`src/rtl/fifod2udp_tx.sv`:
```
// Transmit bridge from the fifod read port to the MAC UDP payload port.
// Latches a job length, requests a UDP frame, then streams exactly that many bytes.
module fifod2udp_tx #(
  parameter int unsigned LEN_W   = 12,
  parameter logic [15:0] TIMEOUT = 16'hFFFF
) (
  input  logic             clk,
  input  logic             rst_n,
  input  logic             fs,
  output logic             fd,
  output logic             err,
  input  logic [LEN_W-1:0] data_len,
  output logic             fifod_rxen,
  input  logic [7:0]       fifod_rxd,
  input  logic             fifod_empty,
  output logic             flag_udp_tx_req,
  input  logic             flag_udp_tx_prep,
  output logic             udp_txen,
  output logic [7:0]       udp_txd,
  output logic [3:0]       so
);

  typedef enum logic [3:0] {
    IDLE  = 4'h1,
    REQ   = 4'h2,
    READ  = 4'h3,
    FLUSH = 4'h4,
    DONE  = 4'h5,
    ERR   = 4'h6
  } state_t;

  localparam logic [15:0] TMO_LAST = TIMEOUT - 16'd1;

  state_t           state;
  logic [LEN_W-1:0] len_r;
  logic [LEN_W-1:0] cnt;
  logic [15:0]      tmo;
  logic             uflow;
  // Set once fs has been seen low, so a held-high fs cannot start a second job.
  logic             armed;

  assign so = state;

  always_ff @(posedge clk) begin
    if (!rst_n) begin
      state           <= IDLE;
      len_r           <= '0;
      cnt             <= '0;
      tmo             <= '0;
      uflow           <= 1'b0;
      armed           <= 1'b0;
      fd              <= 1'b0;
      err             <= 1'b0;
      fifod_rxen      <= 1'b0;
      flag_udp_tx_req <= 1'b0;
      udp_txen        <= 1'b0;
      udp_txd         <= 8'h00;
    end else begin
      // Payload path: one register stage behind the read enable.
      udp_txen <= fifod_rxen;
      if (fifod_rxen) begin
        udp_txd <= fifod_rxd;
      end
      if (fifod_rxen && fifod_empty) begin
        uflow <= 1'b1;
      end

      case (state)
        IDLE: begin
          if (!fs) begin
            armed <= 1'b1;
          end else if (armed) begin
            armed <= 1'b0;
            len_r <= data_len;
            cnt   <= '0;
            tmo   <= '0;
            uflow <= 1'b0;
            if (data_len == '0) begin
              state <= DONE;
              fd    <= 1'b1;
              err   <= 1'b0;
            end else begin
              state           <= REQ;
              flag_udp_tx_req <= 1'b1;
            end
          end
        end

        REQ: begin
          // A prep arriving on the timeout cycle still wins.
          if (flag_udp_tx_prep) begin
            state           <= READ;
            flag_udp_tx_req <= 1'b0;
            fifod_rxen      <= 1'b1;
            cnt             <= '0;
          end else if (tmo == TMO_LAST) begin
            state           <= ERR;
            flag_udp_tx_req <= 1'b0;
            fd              <= 1'b1;
            err             <= 1'b1;
          end else begin
            tmo <= tmo + 16'd1;
          end
        end

        READ: begin
          if (cnt == LEN_W'(len_r - 1'b1)) begin
            state      <= FLUSH;
            fifod_rxen <= 1'b0;
          end else begin
            cnt <= cnt + 1'b1;
          end
        end

        FLUSH: begin
          fd <= 1'b1;
          if (uflow) begin
            state <= ERR;
            err   <= 1'b1;
          end else begin
            state <= DONE;
            err   <= 1'b0;
          end
        end

        DONE, ERR: begin
          if (!fs) begin
            state <= IDLE;
            fd    <= 1'b0;
            err   <= 1'b0;
            armed <= 1'b1;
          end
        end

        default: begin
          state           <= IDLE;
          fd              <= 1'b0;
          err             <= 1'b0;
          fifod_rxen      <= 1'b0;
          flag_udp_tx_req <= 1'b0;
        end
      endcase
    end
  end

endmodule

```
`config.mk`:
```
export PLATFORM = sky130hd
export DESIGN_NAME = fifod2udp_tx
export DESIGN_NICKNAME = d
export VERILOG_FILES = /design/src/rtl/fifod2udp_tx.sv
export SDC_FILE = /design/constraint.sdc
export NUM_CORES = 1
export LEC_CHECK = 0
export CORE_MARGIN = 1.5
export CORE_UTILIZATION = 28
export DETAILED_ROUTE_END_ITERATION = 7
export PLACE_DENSITY = 0.52
export SKIP_LAST_GASP = 1
export SLEW_MARGIN = 25
export SYNTH_ARGS = -nofsm -noshare
export SYNTH_HDL_FRONTEND = slang
export SYNTH_SLANG_ARGS = --single-unit
export TNS_END_PERCENT = 30
```
`constraint.sdc`:
```
create_clock -name clk -period 4.36 [get_ports clk]
set_clock_uncertainty 0.15 [all_clocks]
set_input_delay 0.436 -clock clk [delete_from_list [all_inputs] [get_ports clk]]
set_output_delay 0.436 -clock clk [all_outputs]
set_load 0.005 [all_outputs]
```
==> impl_metrics.tcl, run 1 <==
set metrics [dict create \
    status "completed" \
    finalSetupTns_ns 0 \
    wl_met3_um 212 \
    slowest_delay_ns 0.79 \
    row_count 38 \
    place.gp.congestion 0.815 \
    required_ns 4.47 \
    cts_max_level 3 \
    setup_viol 0 \
    wl_um 7860 \
    ctsLongestPathBuffers 2 \
    peakVddDrop_mv 0.221 \
    die_y_um 110 \
    grt_pass1_wl_um 13200 \
    cts_resized 0 \
    grt_pass1_vias 2718 \
    synth-seq-area-share 0.363 \
    grt_antenna_before_repair 0 \
    cp-end-kind "flop" \
    syn_avg_cell_area_um2 8.08 \
    dr_wl_met2_um 3510 \
    cts.sink_count 58 \
    fin_nets 459 \
    cp_num_cells 9 \
    synth_edf_count 0 \
    hold_violations 0 \
    fin_crit_ns 3.12 \
    portBuffers 40 \
    top_layer "met4" \
    path_clk_slew_ns 0.05 \
    rsz0062_at_grt "false" \
    cts_setup_buffers 0 \
    startpoint "len_r[0]" \
    maxCapViolCount 0 \
    wl_met1_um 4020 \
    ys_types 56 \
    wire_per_inst_um 13.7 \
    cts-root-buf "clkbuf_16" \
    ant_nets 0 \
    fp.dieArea_mm2 0.0121 \
    synth_top_area_frac 0.363 \
    yosysTopAreaCell "dfxtp_1" \
    p_total_mw 1.85 \
    finalMaxSlewViolations 0 \
    cts_inserted_buffers 9 \
    min_path_type "flop to flop" \
    max_freq_mhz 321 \
    dpl.cell_count 559 \
    antenna_cells 0 \
    syn_to_final_growth_pct 24.9 \
    cp_slowest_cell "a211oi_2" \
    critPathKind "flop to flop" \
    core-area_mm2 0.0110 \
    fin_util 0.364 \
    netlist_instances 396 \
    vias_per_cell 5.00 \
    ys_ff_latch 58 \
    hold_ws_ns 0.335 \
    yosys-top-cells-area "dfxtp_1, nand2_1, mux2i_1" \
    drc 0 \
    p_leak_nw 1.43 \
    cp_cell_sequence "inv_1 > ha_1 > nor4b_1 > a221o_1 > o311ai_1 > a2bb2oi_4 > a211oi_2 > or2b_1 > a21oi_1" \
    ios 42 \
    grt_max_degree 31 \
    hpwlAfterDp_um 5530 \
    yosysWarnings 0 \
    final_cell_mix "dfxtp_1, nand2_1, nor2_1, clkdlybuf4s50_1, a21oi_1" \
    reg2reg_from "len_r[0]" \
    ctsHoldBuffers 0 \
    syn_nets 425 \
    netlist_area_mm2 0.00320 \
    drt_iter0_drc 96 \
    worstSetupStartpointType "flop" \
    worst-path-max-fanout 13 \
    max_slew_margin 0.359 \
    layout.cells.non_filler 575 \
    synthArstFlopShare 0 \
    mostFrequentLayoutCell "dfxtp_1" \
    rrSetupSlack_ns 1.24 \
    grt.overflow.total 0 \
    powerDensity_mw_per_mm2 462 \
    arrival_ns 3.23 \
    tightest_slew_ns 0.961 \
    cts_tree "yes" \
    layout-drive-gt1-share 0.0667 \
    worst-path-buf-inv 1 \
    grt.total_usage 0.142 \
    post-route-period-util 0.715 \
    clock_latency_ns 0.33 \
    die_w_um 110 \
    synth_ff_type "dfxtp_1" \
    rr_endpoint "cnt[0]" \
    dr_total_vias 2875 \
    first_pass_iters 4 \
    cp-endpoint "cnt[0]" \
    rr_worst_depth 9 \
    crit_family "compound AO/OA/AOI/OAI gates" \
    initial_core_util 0.291 \
]
-- metal layers --
layer / up-vias / global-route usage
li1: 1486 / -
met1: 1348 / 0.190
met2: 33 / 0.214
met3: 8 / 0.0391
met4: 0 / 0.0566
met5: - / 0
-- flip-flops by register name, indices dropped and copies added, names as in the netlist --
signal           flops
flag_udp_tx_req      1
fifod_rxen           1
fd                   1
len_r               12
armed                1
udp_txen             1
udp_txd              8
so                   3
tmo                 16
cnt                 12
uflow                1
err                  1
-- Yosys cell counts (6+ instances only) --
master / n
a21oi_1: 33
clkbuf_1: 13
dfxtp_1: 58
inv_1: 9
mux2i_1: 17
nand2_1: 50
nand3_1: 13
nor2_1: 40
nor2b_1: 6
nor3_1: 12
nor4_1: 7
o21ai_0: 17
or3_1: 11
xnor2_1: 11
xor2_1: 10
-- metrics by stage --
step,setup WS [ns],area (um2)
detailed placement,1.26,3700
CTS,1.24,4000
floorplan,1.69,3200
global route,1.09,4000
global placement,1.30,3700
finish,1.24,4000
-- final cells by class --
cell class	instances	area, um2
fill	1134	6990
inverter	10	37.5
tap	140	175
sequential	58	1160
multi-input combinational	309	1910
clock inverter	6	67.6
clock buffer	10	229
timing repair buffer	42	415
-- worst min-delay path by stage --
stage	startpoint	end	slack [ns]	depth (start not counted)
2_1_floorplan	len_r[11]	len_r[11]	0.30	2
3_3_place_gp	len_r[11]	len_r[11]	0.31	2
3_5_place_dp	len_r[11]	len_r[11]	0.32	2
4_1_cts	len_r[11]	len_r[11]	0.33	2
5_1_grt	tmo[8]	tmo[8]	0.36	2
6_report	len_r[11]	len_r[11]	0.33	2
-- power breakdown --
group          total [mW]  switching [mW]  internal, mW
Clock               0.699           0.257         0.443
Sequential          0.666          0.0887         0.577
Combinational       0.482           0.241         0.241
Total                1.85           0.587          1.26
-- cell families (layout without fill, tap and decap cells) --
logic type	Yosys count	in the layout	synth area share
AO/OA/AOI/OAI	87	87	0.181
XOR/XNOR	22	22	0.0645
adder cells (fa/ha/maj)	4	4	0.0156
buffers and inverters	29	68	0.0399
flip-flops	58	58	0.363
multiplexers	17	17	0.0532
other	1	1	0.00117
AND/OR/NAND/NOR	178	178	0.282
-- worst register-to-register path: cells and delay by family, from the launching register on --
family                     cells  cell delay (ns)
DFF                            1             0.37
buffers and inverters          1             0.08
adders and majority gates      1             0.23
AOI/OAI and AO/OA              5             1.50
and+or+nand+nor                2             0.74
Note: power is estimated with default switching activity, not from simulation.
==> inputs of run 2 (changes only) <==
PLACE_DENSITY = 0.54   (was 0.52)
clock period = 2.6 ns   (was 4.36 ns; I/O delays follow)
==> run 2 against run 1 <==
Compared with the run above: worst setup slack worse by 1.2 ns; clock power is 63% higher; via count is 4.6% higher; sequential power is 56% higher; highest routed layer unchanged; critical endpoint is now cnt[8].
==> impl_metrics.tcl, run 2 (synthesis results as in run 1) <==
set metrics [dict create \
    finalSetupTns_ns 0 \
    grt_antenna_before_repair 0 \
    cp-end-kind "flop" \
    arrival_ns 2.64 \
    fin_util 0.393 \
    min_path_type "flop to flop" \
    fin_nets 490 \
    grt.total_usage 0.147 \
    worstSetupStartpointType "flop" \
    max_freq_mhz 394 \
    dr_total_vias 3006 \
    path_clk_slew_ns 0.05 \
    holdPathEnd "len_r[11]" \
    ant_nets 0 \
    cts-root-buf "clkbuf_16" \
    critPathKind "flop to flop" \
    rr_worst_depth 9 \
    final_area_mm2 0.00431 \
    grt_pass1_vias 2935 \
    status "completed" \
    core-area_mm2 0.0110 \
    syn_to_final_growth_pct 34.8 \
    maxCapViolCount 0 \
    setup_viol 0 \
    p_total_mw 3.25 \
    reg2reg_from "len_r[4]" \
    vias_per_cell 4.96 \
    grt.overflow.total 0 \
    peakVddDrop_mv 0.382 \
    post-route-period-util 0.976 \
    top_register "tmo" \
    initial_core_util 0.291 \
    largestRegisters "tmo: 16 flops, cnt: 12 flops, len_r: 12 flops" \
    largest_reg_flops 16 \
    finalMaxSlewViolations 0 \
    cts_tree "yes" \
    portBuffers 40 \
    setup_slack_ns 0.0632 \
    placed_cell_area_mm2 0.00392 \
    hpwlAfterDp_um 5940 \
    fin_crit_ns 2.54 \
    rrSetupSlack_ns 0.06 \
    grt_pass1_wl_um 13800 \
    final_cell_mix "dfxtp_1, nand2_1, nor2_1, clkdlybuf4s50_1, buf_4" \
    hold_violations 0 \
    cts_inserted_buffers 9 \
    fp.dieArea_mm2 0.0121 \
    cts.sink_count 58 \
    powerDensity_mw_per_mm2 753 \
    cp_slowest_cell "or4b_4" \
    grt_max_degree 26 \
    first_pass_iters 4 \
    path_common_cell "buf_4" \
    layout.cells.non_filler 606 \
    drc 0 \
    mostFrequentLayoutCell "dfxtp_1" \
    worst-path-max-fanout 5 \
    min_path_cells 2 \
    drt_iter0_drc 105 \
    clock_latency_ns 0.33 \
    die_w_um 110 \
    layout-drive-gt1-share 0.155 \
    ios 42 \
    cts_max_level 3 \
    antenna_cells 0 \
    cp_cell_sequence "buf_4 > or4b_4 > o21a_1 > o21ai_2 > a211oi_2 > buf_4 > a211o_4 > a21oi_1 > mux2i_1" \
    fill_cells 1128 \
    required_ns 2.70 \
    wl_um 8390 \
    dpl.cell_count 588 \
    place.gp.congestion 0.830 \
    slowest_delay_ns 0.56 \
    ctsLongestPathBuffers 2 \
    hold_ws_ns 0.327 \
    die_y_um 110 \
    rr_endpoint "cnt[8]" \
    p_leak_nw 1.61 \
    wire_per_inst_um 13.8 \
    row_count 38 \
    ctsHoldBuffers 0 \
    startpoint "len_r[4]" \
    worstHoldStart "len_r[11]" \
    pre_cts_ws_ns -0.0369 \
]
run 2: cell types whose count changed in the layout (fill, tap and decap cells not counted), sizes merged:
cell    previous run  this run
buf                2        33
clkbuf            10        11
clkinv             4         3
run 2: routing by layer:
layer	vias to the layer above	GRT usage	routed length (um)
met3	13	0.0338	280
met4	0	0.0557	176
met1	1404	0.184	4010
met2	48	0.244	3920
met5	-	0	0
li1	1541	-	-
run 2: timing repair:
item                                    in CTS  in global routing
pin swaps                                    4                 11
cloned                                       0                  0
resized for setup                            2                 13
buffers inserted                             1                  1
endpoints found under the setup margin       1                 15
run 2: worst max path at each step:
stage / slack, ns / end
2_1_floorplan: 0.02 / so[1]
6_report: 0.06 / cnt[8]
3_3_place_gp: 0.05 / so[2]
4_1_cts: -0.007 / so[2]
3_5_place_dp: -0.04 / so[2]
5_1_grt: -0.0002 / cnt[6]
run 2: area by class of cell:
type	instances	area (um2)	share of cell area
Clock inverter	5	55.1	0.0128
Multi-Input combinational cell	309	2000	0.464
Tap cell	140	175	0.0406
Sequential cell	58	1160	0.269
Inverter	10	37.5	0.00871
Timing Repair Buffer	73	648	0.150
Clock buffer	11	233	0.0540
run 2: power breakdown:
part,leakage [nW],total [mW],internal [mW],switching (mW)
clock network,0.136,1.14,0.737,0.406
logic,1.00,1.06,0.519,0.542
registers,0.469,1.04,0.969,0.0737
total,1.61,3.25,2.23,1.02
run 2: critical path: cells and delay by family, from the launching register on:
kind / cells / cell delay [ns]
AOI/OAI and AO/OA: 5 / 0.93
buffers and inverters: 2 / 0.32
DFF: 1 / 0.31
muxes: 1 / 0.20
and+or+nand+nor: 1 / 0.56
==> inputs of run 3 (changes only) <==
SLEW_MARGIN = unset   (was 25)
TNS_END_PERCENT = 20   (was 30)
==> results of run 3 <==
The final DEF is identical to that of run 2; final timing and power are the same.
